## src/rtl/parking_occupancy_counter_pkg.sv

```systemverilog
// Shared gate-FSM state encoding and sensor codes ({a,b}) for the parking occupancy counter.
package parking_pkg;

  typedef enum logic [2:0] {
    IDLE = 3'd0,
    EN1  = 3'd1,
    EN2  = 3'd2,
    EN3  = 3'd3,
    EX1  = 3'd4,
    EX2  = 3'd5,
    EX3  = 3'd6,
    WAIT = 3'd7
  } gate_state_t;

  localparam logic [1:0] SENS_CLEAR = 2'b00;
  localparam logic [1:0] SENS_OUTER = 2'b10;
  localparam logic [1:0] SENS_BOTH  = 2'b11;
  localparam logic [1:0] SENS_INNER = 2'b01;

endpackage

```

## src/rtl/parking_occupancy_counter_bcd.sv

```systemverilog
// Two-digit BCD up/down counter that saturates at 0 and MAX_COUNT.
module bcd_updown_counter #(
  parameter int MAX_COUNT = 25
) (
  input  logic       clk,
  input  logic       reset,
  input  logic       inc,
  input  logic       dec,
  output logic [3:0] ones,
  output logic [3:0] tens,
  output logic       full,
  output logic       empty
);

  localparam logic [3:0] MAX_TENS = 4'(MAX_COUNT / 10);
  localparam logic [3:0] MAX_ONES = 4'(MAX_COUNT % 10);

  logic [3:0] ones_q, ones_d;
  logic [3:0] tens_q, tens_d;

  assign full  = (tens_q == MAX_TENS) && (ones_q == MAX_ONES);
  assign empty = (tens_q == 4'd0) && (ones_q == 4'd0);

  always_comb begin
    ones_d = ones_q;
    tens_d = tens_q;
    if (inc && !full) begin
      if (ones_q == 4'd9) begin
        ones_d = 4'd0;
        tens_d = tens_q + 4'd1;
      end else begin
        ones_d = ones_q + 4'd1;
      end
    end else if (dec && !empty) begin
      if (ones_q == 4'd0) begin
        ones_d = 4'd9;
        tens_d = tens_q - 4'd1;
      end else begin
        ones_d = ones_q - 4'd1;
      end
    end
  end

  always_ff @(posedge clk) begin
    if (reset) begin
      ones_q <= 4'd0;
      tens_q <= 4'd0;
    end else begin
      ones_q <= ones_d;
      tens_q <= tens_d;
    end
  end

  assign ones = ones_q;
  assign tens = tens_q;

endmodule

```

## src/rtl/parking_occupancy_counter.sv

```systemverilog
// Gate-sensor sequence FSM recognising car entries/exits, driving a saturating BCD occupancy count.
module parking_occupancy_counter
  import parking_pkg::*;
#(
  parameter int MAX_COUNT = 25
) (
  input  logic       clk,
  input  logic       reset,
  input  logic       a,
  input  logic       b,
  output logic [3:0] ones,
  output logic [3:0] tens,
  output logic       full,
  output logic       empty,
  output logic       enter,
  output logic       exit
);

  gate_state_t state_q;
  logic        enter_q;
  logic        exit_q;
  logic [1:0]  sens;
  logic        inc;
  logic        dec;

  assign sens = {a, b};

  // Completion edges feed the counter directly so digits and pulse land on the same clock.
  assign inc = (state_q == EN3) && (sens == SENS_CLEAR);
  assign dec = (state_q == EX3) && (sens == SENS_CLEAR);

  always_ff @(posedge clk) begin
    if (reset) begin
      state_q <= IDLE;
      enter_q <= 1'b0;
      exit_q  <= 1'b0;
    end else begin
      enter_q <= inc;
      exit_q  <= dec;
      case (state_q)
        IDLE: case (sens)
          SENS_OUTER: state_q <= EN1;
          SENS_INNER: state_q <= EX1;
          SENS_BOTH:  state_q <= WAIT;
          default:    state_q <= IDLE;
        endcase
        EN1: case (sens)
          SENS_BOTH:  state_q <= EN2;
          SENS_CLEAR: state_q <= IDLE;
          SENS_INNER: state_q <= WAIT;
          default:    state_q <= EN1;
        endcase
        EN2: case (sens)
          SENS_INNER: state_q <= EN3;
          SENS_OUTER: state_q <= EN1;
          SENS_CLEAR: state_q <= WAIT;
          default:    state_q <= EN2;
        endcase
        EN3: case (sens)
          SENS_CLEAR: state_q <= IDLE;
          SENS_BOTH:  state_q <= EN2;
          SENS_OUTER: state_q <= WAIT;
          default:    state_q <= EN3;
        endcase
        EX1: case (sens)
          SENS_BOTH:  state_q <= EX2;
          SENS_CLEAR: state_q <= IDLE;
          SENS_OUTER: state_q <= WAIT;
          default:    state_q <= EX1;
        endcase
        EX2: case (sens)
          SENS_OUTER: state_q <= EX3;
          SENS_INNER: state_q <= EX1;
          SENS_CLEAR: state_q <= WAIT;
          default:    state_q <= EX2;
        endcase
        EX3: case (sens)
          SENS_CLEAR: state_q <= IDLE;
          SENS_BOTH:  state_q <= EX2;
          SENS_INNER: state_q <= WAIT;
          default:    state_q <= EX3;
        endcase
        default: state_q <= (sens == SENS_CLEAR) ? IDLE : WAIT;
      endcase
    end
  end

  bcd_updown_counter #(
    .MAX_COUNT(MAX_COUNT)
  ) u_count (
    .clk   (clk),
    .reset (reset),
    .inc   (inc),
    .dec   (dec),
    .ones  (ones),
    .tens  (tens),
    .full  (full),
    .empty (empty)
  );

  assign enter = enter_q;
  assign exit  = exit_q;

endmodule

```

## config.mk

```make
export PLATFORM = sky130hd
export DESIGN_NAME = parking_occupancy_counter
export DESIGN_NICKNAME = d
export VERILOG_FILES = /design/src/rtl/parking_occupancy_counter_pkg.sv /design/src/rtl/parking_occupancy_counter_bcd.sv /design/src/rtl/parking_occupancy_counter.sv
export SDC_FILE = /design/constraint.sdc
export NUM_CORES = 1
export LEC_CHECK = 0
export BUFFER_PORTS_ARGS = -buffer_cell sky130_fd_sc_hd__buf_2
export CAP_MARGIN = 20
export CORE_ASPECT_RATIO = 0.5
export CORE_MARGIN = 2
export CORE_UTILIZATION = 45
export DETAILED_ROUTE_END_ITERATION = 8
export SLEW_MARGIN = 20
export SYNTH_ARGS = -nofsm -noshare
export SYNTH_HDL_FRONTEND = slang
export SYNTH_SLANG_ARGS = --single-unit
```

## constraint.sdc

```tcl
create_clock -name clk -period 3.3 [get_ports clk]
set_input_delay 0.66 -clock clk [delete_from_list [all_inputs] [get_ports clk]]
set_output_delay 0.66 -clock clk [all_outputs]
set_load 0.01 [all_outputs]
```

==> results of run 1 <==
## through the flow
step	cell area [um2]	setup slack, ns	power (mW)	cells
after floorplan	1175	0.4014	0.3409	138
after global placement	1297	0.4040	0.3764	187
after detailed placement	1297	0.3525	0.3772	187
after CTS	1344	0.6080	0.5292	191
after global routing	1344	0.3558	0.5612	191
final	1344	0.6118	0.5227	191
## cells by family (layout without fill, tap and decap cells)
family / Yosys count / in the layout / share of synthesized area, %
flops: 13 / 13 / 22.15
fa+ha+maj: 11 / 11 / 12.35
xor+xnor: 3 / 3 / 2.237
simple gates: 48 / 48 / 26.52
mux: 8 / 8 / 7.029
buf+inv: 12 / 28 / 4.046
compound gates: 43 / 43 / 25.67
## layout make-up
| type | count | area [um2] |
|---|---|---|
| clock buffer | 3 | 41.29 |
| clock inverter | 1 | 5.005 |
| fill | 250 | 1194 |
| inverter | 5 | 18.77 |
| multi-input combinational | 113 | 867.1 |
| sequential | 13 | 260.3 |
| tap | 37 | 46.29 |
| timing repair buffer | 19 | 105.1 |
## sequential cells by signal, indices dropped and copies added, names as in the netlist
register	cells
u_count.tens	4
state_q	3
enter	1
exit	1
u_count.ones	4
## worst reg2reg max path, stage by stage (launching register included)
cell and delay, ns:
sky130_fd_sc_hd__dfxtp_1 0.64, sky130_fd_sc_hd__nand4b_4 0.25, sky130_fd_sc_hd__a31oi_4 0.20, sky130_fd_sc_hd__inv_1 0.10, sky130_fd_sc_hd__ha_1 0.28, sky130_fd_sc_hd__a21o_1 0.18, sky130_fd_sc_hd__a21oi_1 0.17, sky130_fd_sc_hd__xnor2_1 0.09
sky130_fd_sc_hd__or4_1 0.39, sky130_fd_sc_hd__a21oi_1 0.14
## how the worst min path moves through the flow
stage                          from               to  slack [ns]  cells after the start
floorplan           u_count.tens[3]  u_count.tens[3]        0.52                      2
global placement    u_count.tens[3]  u_count.tens[3]        0.50                      2
detailed placement  u_count.tens[3]  u_count.tens[3]        0.51                      2
CTS                 u_count.tens[3]  u_count.tens[3]        0.53                      2
global route        u_count.tens[3]  u_count.tens[3]        0.59                      2
finish              u_count.tens[3]  u_count.tens[3]        0.52                      2
## cells in the mapped netlist (3+ instances only)
| cell | count |
|---|---|
| sky130_fd_sc_hd__nand2_1 | 4 |
| sky130_fd_sc_hd__o21ai_0 | 10 |
| sky130_fd_sc_hd__clkbuf_1 | 4 |
| sky130_fd_sc_hd__inv_1 | 5 |
| sky130_fd_sc_hd__nand2b_1 | 3 |
| sky130_fd_sc_hd__mux2i_1 | 6 |
| sky130_fd_sc_hd__ha_1 | 10 |
| sky130_fd_sc_hd__xnor2_1 | 3 |
| sky130_fd_sc_hd__or3_1 | 3 |
| sky130_fd_sc_hd__a21oi_1 | 14 |
| sky130_fd_sc_hd__nor2_1 | 13 |
| sky130_fd_sc_hd__nor2b_1 | 4 |
| sky130_fd_sc_hd__nor3_1 | 3 |
| sky130_fd_sc_hd__dfxtp_1 | 13 |
## metal layers
layer | vias up | global-route usage (%)
met2 | 21 | 28.98
met5 | - | 0
met4 | 0 | 4.091
met1 | 481 | 23.71
met3 | 3 | 3.604
li1 | 545 | -
## where the power goes
part / internal (mW) / switching (mW)
registers: 0.171 / 0.0213
clock network: 0.0837 / 0.0628
logic: 0.0889 / 0.0955
## cell usage in the layout, fill, tap and decap left out, drive strengths merged, types with 2 or more instances in the layout
cell     n
a31oi    3
and3     2
nor3     3
ha      10
clkbuf   3
inv      5
o211ai   2
a21oi   14
nand4b   3
xnor2    3
nand2b   3
a211oi   2
o21ai   10
or3      5
nor2b    4
mux2     2
nand2    4
dfxtp   13
a21o     2
buf     19
mux2i    6
nor2    13
==> run_summary.xml, run 1 <==
<?xml version="1.0" encoding="UTF-8"?>
<metrics>
  <group name="detailed_routing">
    <metric name="wl_per_cell" unit="um">12.96</metric>
    <metric name="initialDrtViolationCount" unit="">37</metric>
    <metric name="antenna_violating_nets_post_route" unit="">0</metric>
    <metric name="routed_via_density" unit="">5.497</metric>
    <metric name="dr_total_vias" unit="">1050</metric>
    <metric name="route.met3.wl" unit="um">92</metric>
    <metric name="routed_wl" unit="mm">2.476</metric>
    <metric name="wirelength_met1" unit="mm">1.295</metric>
    <metric name="wl_met2" unit="mm">1.070</metric>
    <metric name="dr.max_layer_used" unit="">met4</metric>
    <metric name="firstDrtPassIters" unit="">4</metric>
    <metric name="drc_errors" unit="">0</metric>
  </group>
  <group name="timing">
    <metric name="final_min_period_over_clock_period" unit="%">81.46</metric>
    <metric name="max-slew-margin-rel" unit="%">60.37</metric>
    <metric name="fin_worst_hold_slack" unit="ns">0.5195</metric>
    <metric name="worst_slew_pin_slew" unit="ns">0.5899</metric>
    <metric name="slew_violations" unit="">0</metric>
    <metric name="rsz0062_at_grt" unit="">false</metric>
    <metric name="finalSetupViolCount" unit="">0</metric>
    <metric name="post-route-min-period" unit="ns">2.688</metric>
    <metric name="fin_setup_tns" unit="ns">0</metric>
    <metric name="report.final.hold_viol_count" unit="">0</metric>
    <metric name="timing.fmax" unit="MHz">372.0</metric>
    <metric name="clock-skew-final" unit="ns">0.002392</metric>
  </group>
  <group name="worst_setup_path">
    <metric name="timing.critical_path.slowest_cell_delay" unit="ns">0.39</metric>
    <metric name="critical_path.reg2reg.endpoint" unit="">u_count.tens[3]</metric>
    <metric name="worst_r2r_path_depth" unit="">9</metric>
    <metric name="end_kind" unit="">flop</metric>
    <metric name="crit_arrival" unit="ns">2.87</metric>
    <metric name="cp_slowest_cell" unit="">sky130_fd_sc_hd__or4_1</metric>
    <metric name="maximum_fanout_along_the_worst_path" unit="">8</metric>
    <metric name="type_of_the_setup_path_with_the_least_slack" unit="">in2reg</metric>
    <metric name="timing.critical_path.depth" unit="">12</metric>
    <metric name="critical_path.n_buffers_inverters" unit="">3</metric>
    <metric name="critical_path_cell_by_cell" unit="">buf_2 &gt; inv_1 &gt; ha_1 &gt; nand4b_4 &gt; a31oi_4 &gt; inv_1 &gt; ha_1 &gt; a21o_1 &gt; a21oi_1 &gt; xnor2_1 &gt; or4_1 &gt; a21oi_1</metric>
    <metric name="required" unit="ns">3.48</metric>
    <metric name="r2r_slack" unit="ns">0.79</metric>
    <metric name="category_of_the_worst_setup_path_launch_point" unit="">primary input</metric>
    <metric name="critical_path.reg2reg.startpoint" unit="">state_q[0]</metric>
    <metric name="critical_path.endpoint" unit="">u_count.tens[3]</metric>
    <metric name="worstSetupStartpoint" unit="">a</metric>
    <metric name="worst_path_dominant_cell_family" unit="">compound AO/OA/AOI/OAI gates</metric>
  </group>
  <group name="power">
    <metric name="ir_drop" unit="uV">127.3</metric>
    <metric name="power.density" unit="nW/um2">389.0</metric>
    <metric name="total_leakage_power" unit="nW">0.5719</metric>
  </group>
  <group name="synth">
    <metric name="asyncSetResetFlopFracSynth" unit="%">0</metric>
    <metric name="synth.largest_area_cell" unit="">sky130_fd_sc_hd__dfxtp_1</metric>
    <metric name="ys_seq_elements" unit="">13</metric>
    <metric name="ys_warn_count" unit="">0</metric>
    <metric name="postSynth.topFlopCell" unit="">sky130_fd_sc_hd__dfxtp_1</metric>
    <metric name="netlist_instances" unit="">138</metric>
    <metric name="yosysSeqAreaShare" unit="%">22.15</metric>
    <metric name="syn_area" unit="um2">1175</metric>
    <metric name="synth.net_count" unit="">153</metric>
    <metric name="synth_top_cells_by_area" unit="">sky130_fd_sc_hd__dfxtp_1 (22%), sky130_fd_sc_hd__ha_1 (11%), sky130_fd_sc_hd__a21oi_1 (6.0%)</metric>
    <metric name="post_synth_cell_types" unit="">50</metric>
    <metric name="synth_top_cell_area_share" unit="%">22.15</metric>
    <metric name="synth_enable_flop_cells" unit="">0</metric>
    <metric name="avgSynthCellArea" unit="um2">8.514</metric>
  </group>
  <group name="outcome">
    <metric name="run_status" unit="">finished, final reports clean</metric>
  </group>
  <group name="cts">
    <metric name="worst_setup_hold_path_clk_slew" unit="ns">0.06</metric>
    <metric name="cts_tree" unit="">done</metric>
    <metric name="clock-root-buffer" unit="">sky130_fd_sc_hd__clkbuf_8</metric>
    <metric name="cts-root-to-sink-buffers" unit="">2</metric>
    <metric name="cts_setup_buffers" unit="">0</metric>
    <metric name="cts_inserted_buffers" unit="">3</metric>
    <metric name="holdBufCountCts" unit="">0</metric>
    <metric name="cts.sinks" unit="">13</metric>
    <metric name="clock_tree.htree_level_count" unit="">1</metric>
    <metric name="number_of_gates_resized_after_cts" unit="">0</metric>
    <metric name="clkLatencyLatePin" unit="ns">0.25</metric>
  </group>
  <group name="floorplan">
    <metric name="die_width" unit="um">76.26</metric>
    <metric name="io_pins" unit="">16</metric>
    <metric name="core_area" unit="um2">2537</metric>
    <metric name="dieArea" unit="um2">3060</metric>
    <metric name="rows" unit="">13</metric>
    <metric name="starting_density" unit="%">46.30</metric>
    <metric name="die_y" unit="um">40.13</metric>
  </group>
  <group name="grt">
    <metric name="grt_first_pass_wirelength" unit="mm">4.153</metric>
    <metric name="grt_start_max_net_pins" unit="">19</metric>
    <metric name="gr-usage-all-layers" unit="%">17.35</metric>
    <metric name="global_route.overflow_total" unit="">0</metric>
    <metric name="number_of_antenna_violations_at_the_first_check_in_global_routing" unit="">0</metric>
    <metric name="first_global_vias" unit="">860</metric>
  </group>
  <group name="placement">
    <metric name="finalWeightedCongestion" unit="">0.7886</metric>
    <metric name="dpl.hpwl" unit="mm">1.760</metric>
    <metric name="port-buffer-count" unit="">15</metric>
  </group>
  <group name="job">
    <metric name="timing.max_cap.violations" unit="">0</metric>
  </group>
  <group name="layout">
    <metric name="syn_to_final_growth" unit="%">14.38</metric>
    <metric name="nNetsFinal" unit="">170</metric>
    <metric name="antenna-diode-count" unit="">0</metric>
    <metric name="drive_gt1_share" unit="%">23.38</metric>
    <metric name="finalCoreUtilization" unit="%">52.96</metric>
  </group>
  <group name="hold_path">
    <metric name="hold_path_class" unit="">reg2reg</metric>
  </group>
</metrics>
No activity file was read; power rests on OpenSTA's default activity.
==> run 2: changes to the inputs <==
Settings changed: ABC_AREA set to 1, CORE_ASPECT_RATIO 0.5 to not set, PLACE_DENSITY set to 0.65.
Clock period 3.3 ns to 2.65 ns, I/O delays scaled along.
==> run 2 against run 1 <==
Core utilization grew 1.2 points. Clock power fell by 12%. Combinational power increased by 8%. Non-clock buffer count fell by 4. Critical endpoint unchanged. First-iteration DRC count is 32% lower. Clock-buffer cell count is 1 higher.
==> run_summary.xml, run 2 <==
<?xml version="1.0" encoding="UTF-8"?>
<metrics>
  <group name="timing">
    <metric name="rsz0062_at_grt" unit="">false</metric>
    <metric name="max-slew-margin-rel" unit="%">80.81</metric>
    <metric name="fin_setup_tns" unit="ns">0</metric>
    <metric name="slew_violations" unit="">0</metric>
    <metric name="fin_worst_hold_slack" unit="ns">0.5273</metric>
    <metric name="clock-skew-final" unit="ns">0.01210</metric>
    <metric name="final_min_period_over_clock_period" unit="%">85.83</metric>
    <metric name="finalSetupViolCount" unit="">0</metric>
    <metric name="timing.fmax" unit="MHz">439.6</metric>
    <metric name="report.final.hold_viol_count" unit="">0</metric>
    <metric name="postLayoutSetupSlackWorst" unit="ns">0.3754</metric>
    <metric name="worst_slew_pin_slew" unit="ns">0.2874</metric>
    <metric name="post-route-min-period" unit="ns">2.275</metric>
  </group>
  <group name="placement">
    <metric name="placement.cell_area" unit="um2">1184</metric>
    <metric name="preCtsSetupSlack" unit="ns">0.1006</metric>
    <metric name="port-buffer-count" unit="">15</metric>
    <metric name="dpl.hpwl" unit="mm">1.844</metric>
    <metric name="finalWeightedCongestion" unit="">0.9213</metric>
  </group>
  <group name="worst_setup_path">
    <metric name="critical_path.reg2reg.startpoint" unit="">u_count.ones[0]</metric>
    <metric name="required" unit="ns">2.84</metric>
    <metric name="crit_arrival" unit="ns">2.46</metric>
    <metric name="worst_r2r_path_depth" unit="">15</metric>
    <metric name="category_of_the_worst_setup_path_launch_point" unit="">primary input</metric>
    <metric name="worstSetupStartpoint" unit="">b</metric>
    <metric name="type_of_the_setup_path_with_the_least_slack" unit="">in2reg</metric>
    <metric name="end_kind" unit="">flop</metric>
    <metric name="maximum_fanout_along_the_worst_path" unit="">10</metric>
  </group>
  <group name="synth">
    <metric name="asyncSetResetFlopFracSynth" unit="%">0</metric>
    <metric name="synth.top_cells.by_count" unit="">sky130_fd_sc_hd__inv_1 (23), sky130_fd_sc_hd__nand2_1 (21), sky130_fd_sc_hd__nor2_1 (15)</metric>
    <metric name="ys_seq_elements" unit="">13</metric>
    <metric name="postSynth.topFlopCell" unit="">sky130_fd_sc_hd__dfxtp_1</metric>
    <metric name="yosys.cell_count.top_type" unit="">sky130_fd_sc_hd__inv_1</metric>
    <metric name="yosysSeqAreaShare" unit="%">24.24</metric>
    <metric name="synth_top_cells_by_area" unit="">sky130_fd_sc_hd__dfxtp_1 (24%), sky130_fd_sc_hd__ha_1 (12%), sky130_fd_sc_hd__inv_1 (8.0%)</metric>
    <metric name="netlist_instances" unit="">152</metric>
    <metric name="post_synth_cell_types" unit="">26</metric>
    <metric name="synth.net_count" unit="">167</metric>
    <metric name="syn_area" unit="um2">1074</metric>
    <metric name="avgSynthCellArea" unit="um2">7.063</metric>
    <metric name="ys_warn_count" unit="">0</metric>
    <metric name="synth_enable_flop_cells" unit="">0</metric>
    <metric name="synth_top_cell_area_share" unit="%">24.24</metric>
    <metric name="synth.largest_area_cell" unit="">sky130_fd_sc_hd__dfxtp_1</metric>
  </group>
  <group name="power">
    <metric name="pwr-share-comb" unit="%">34.4</metric>
    <metric name="switching_part_of_the_total_power" unit="%">39.37</metric>
    <metric name="internal_power" unit="mW">0.3483</metric>
    <metric name="power.density" unit="nW/um2">474.8</metric>
    <metric name="p_sw" unit="mW">0.2262</metric>
    <metric name="total_leakage_power" unit="nW">0.5942</metric>
    <metric name="power.clock.fraction" unit="%">22.2</metric>
    <metric name="ir_drop" unit="uV">322.3</metric>
    <metric name="seq_power_share" unit="%">43.3</metric>
  </group>
  <group name="floorplan">
    <metric name="starting_density" unit="%">48.07</metric>
    <metric name="rows" unit="">17</metric>
    <metric name="die_y" unit="um">52.84</metric>
    <metric name="dieArea" unit="um2">2792</metric>
    <metric name="die_width" unit="um">52.84</metric>
    <metric name="io_pins" unit="">16</metric>
    <metric name="core_area" unit="um2">2233</metric>
  </group>
  <group name="layout">
    <metric name="layout.area.seq" unit="um2">260.3</metric>
    <metric name="multi_input_comb_area" unit="um2">703.2</metric>
    <metric name="drive_gt1_share" unit="%">21.05</metric>
    <metric name="antenna-diode-count" unit="">0</metric>
    <metric name="commonest_cells_after_routing_fill_and_taps_aside" unit="">sky130_fd_sc_hd__inv_1 (23), sky130_fd_sc_hd__nand2_1 (21), sky130_fd_sc_hd__nor2_1 (15), sky130_fd_sc_hd__buf_2 (15), sky130_fd_sc_hd__nand3_1 (14)</metric>
    <metric name="syn_to_final_growth" unit="%">12.70</metric>
    <metric name="layout_commonest_cell" unit="">sky130_fd_sc_hd__inv_1</metric>
    <metric name="layout.filler_cells" unit="">240</metric>
    <metric name="design_area" unit="um2">1210</metric>
    <metric name="nNetsFinal" unit="">187</metric>
  </group>
  <group name="cts">
    <metric name="cts.sinks" unit="">13</metric>
    <metric name="cts-root-to-sink-buffers" unit="">2</metric>
    <metric name="clock_tree.htree_level_count" unit="">1</metric>
    <metric name="cts_setup_buffers" unit="">0</metric>
    <metric name="holdBufCountCts" unit="">0</metric>
    <metric name="clock-root-buffer" unit="">sky130_fd_sc_hd__clkbuf_4</metric>
    <metric name="number_of_gates_resized_after_cts" unit="">0</metric>
    <metric name="cts_tree" unit="">done</metric>
    <metric name="clkLatencyLatePin" unit="ns">0.28</metric>
    <metric name="cts_inserted_buffers" unit="">3</metric>
    <metric name="worst_setup_hold_path_clk_slew" unit="ns">0.09</metric>
  </group>
  <group name="grt">
    <metric name="global_route.overflow_total" unit="">0</metric>
    <metric name="gr-usage-all-layers" unit="%">19.37</metric>
    <metric name="grt_start_max_net_pins" unit="">11</metric>
    <metric name="number_of_antenna_violations_at_the_first_check_in_global_routing" unit="">0</metric>
    <metric name="first_global_vias" unit="">936</metric>
    <metric name="grt_first_pass_wirelength" unit="mm">3.974</metric>
  </group>
  <group name="hold_path">
    <metric name="hold_path_class" unit="">in2reg</metric>
    <metric name="min-delay-start" unit="">reset</metric>
    <metric name="holdPathStages" unit="">2</metric>
  </group>
  <group name="detailed_routing">
    <metric name="drc_errors" unit="">0</metric>
    <metric name="antenna_violating_nets_post_route" unit="">0</metric>
    <metric name="dr_total_vias" unit="">1059</metric>
    <metric name="routed_wl" unit="mm">2.349</metric>
    <metric name="initialDrtViolationCount" unit="">25</metric>
    <metric name="wl_per_cell" unit="um">11.80</metric>
    <metric name="routed_via_density" unit="">5.322</metric>
    <metric name="firstDrtPassIters" unit="">4</metric>
  </group>
  <group name="job">
    <metric name="timing.max_cap.violations" unit="">0</metric>
  </group>
  <group name="outcome">
    <metric name="run_status" unit="">finished, final reports clean</metric>
  </group>
</metrics>
-- run 2: cell count changes after synthesis, sizes merged, moves of 5 or more --
| cell | before | now |
|---|---|---|
| clkbuf | 5 | 0 |
| nand3 | 1 | 15 |
| or3 | 5 | 0 |
| mux2i | 6 | 0 |
| nor2 | 13 | 20 |
| a21oi | 14 | 6 |
| nand2 | 4 | 28 |
| inv | 5 | 25 |
-- run 2: path summary, 6_finish.rpt --
| path | endpoint | slack (ns) |
|---|---|---|
| worst max-delay path | u_count.tens[3] | 0.38 |
| worst min-delay path | u_count.tens[1] | 0.53 |
| worst max register to register | u_count.tens[3] | 0.61 |
| worst min register to register | u_count.tens[2] | 0.53 |
-- run 2: final cells by class --
cell class | count | share of cell area, %
sequential | 13 | 21.51
tap | 28 | 2.896
multi-input combinational | 113 | 58.12
inverter | 26 | 9.100
timing repair buffer | 15 | 6.205
clock buffer | 4 | 2.172
-- run 2: through the flow --
stage	utilization (%)	power, mW	std cells
final	54.17	0.5745	199
after global routing	54.17	0.6154	199
after CTS	54.17	0.5766	199
after detailed placement	53.00	0.4472	195
after global placement	53.00	0.4444	195
after floorplan	-	0.4009	152
-- run 2: routing by layer --
layer | part of all wire, % | vias up | routed length [um] | track usage, %
li1 | - | 543 | - | -
met3 | 6.8 | 2 | 160 | 6.000
met5 | 0 | - | 0 | 0
met2 | 44 | 36 | 1044 | 30.21
met4 | 0.60 | 0 | 14 | 4.701
met1 | 48 | 478 | 1129 | 25.82
-- run 2: kinds of logic after synthesis --
| kind of cell | share of synthesized area (%) |
|---|---|
| XOR/XNOR | 2.448 |
| flip-flops | 24.24 |
| AO/OA/AOI/OAI | 14.69 |
| adder cells (fa/ha/maj) | 13.52 |
| buffers and inverters | 10.26 |
| AND/OR/NAND/NOR | 34.85 |
-- run 2: critical path, cell delays in order --
cell and delay [ns]:
sky130_fd_sc_hd__buf_2 0.13, sky130_fd_sc_hd__inv_1 0.12, sky130_fd_sc_hd__ha_1 0.20, sky130_fd_sc_hd__inv_1 0.13, sky130_fd_sc_hd__nor2_4 0.19, sky130_fd_sc_hd__nand2_4 0.12, sky130_fd_sc_hd__ha_1 0.33, sky130_fd_sc_hd__nand2_1 0.08
sky130_fd_sc_hd__nand2_1 0.05, sky130_fd_sc_hd__nor2_1 0.13, sky130_fd_sc_hd__inv_1 0.05, sky130_fd_sc_hd__nand2_1 0.06, sky130_fd_sc_hd__nand2_1 0.06, sky130_fd_sc_hd__nor2_2 0.12, sky130_fd_sc_hd__nand2_1 0.05, sky130_fd_sc_hd__nand2_1 0.07
sky130_fd_sc_hd__nor2_2 0.03
-- run 2: power groups by stage --
stage | Sequential [mW] | Combinational, mW | Clock, mW
finish | 0.249 | 0.198 | 0.128
global route | 0.251 | 0.222 | 0.142
CTS | 0.248 | 0.195 | 0.133
detailed placement | 0.253 | 0.194 | 0
global placement | 0.253 | 0.192 | 0
floorplan | 0.246 | 0.155 | 0
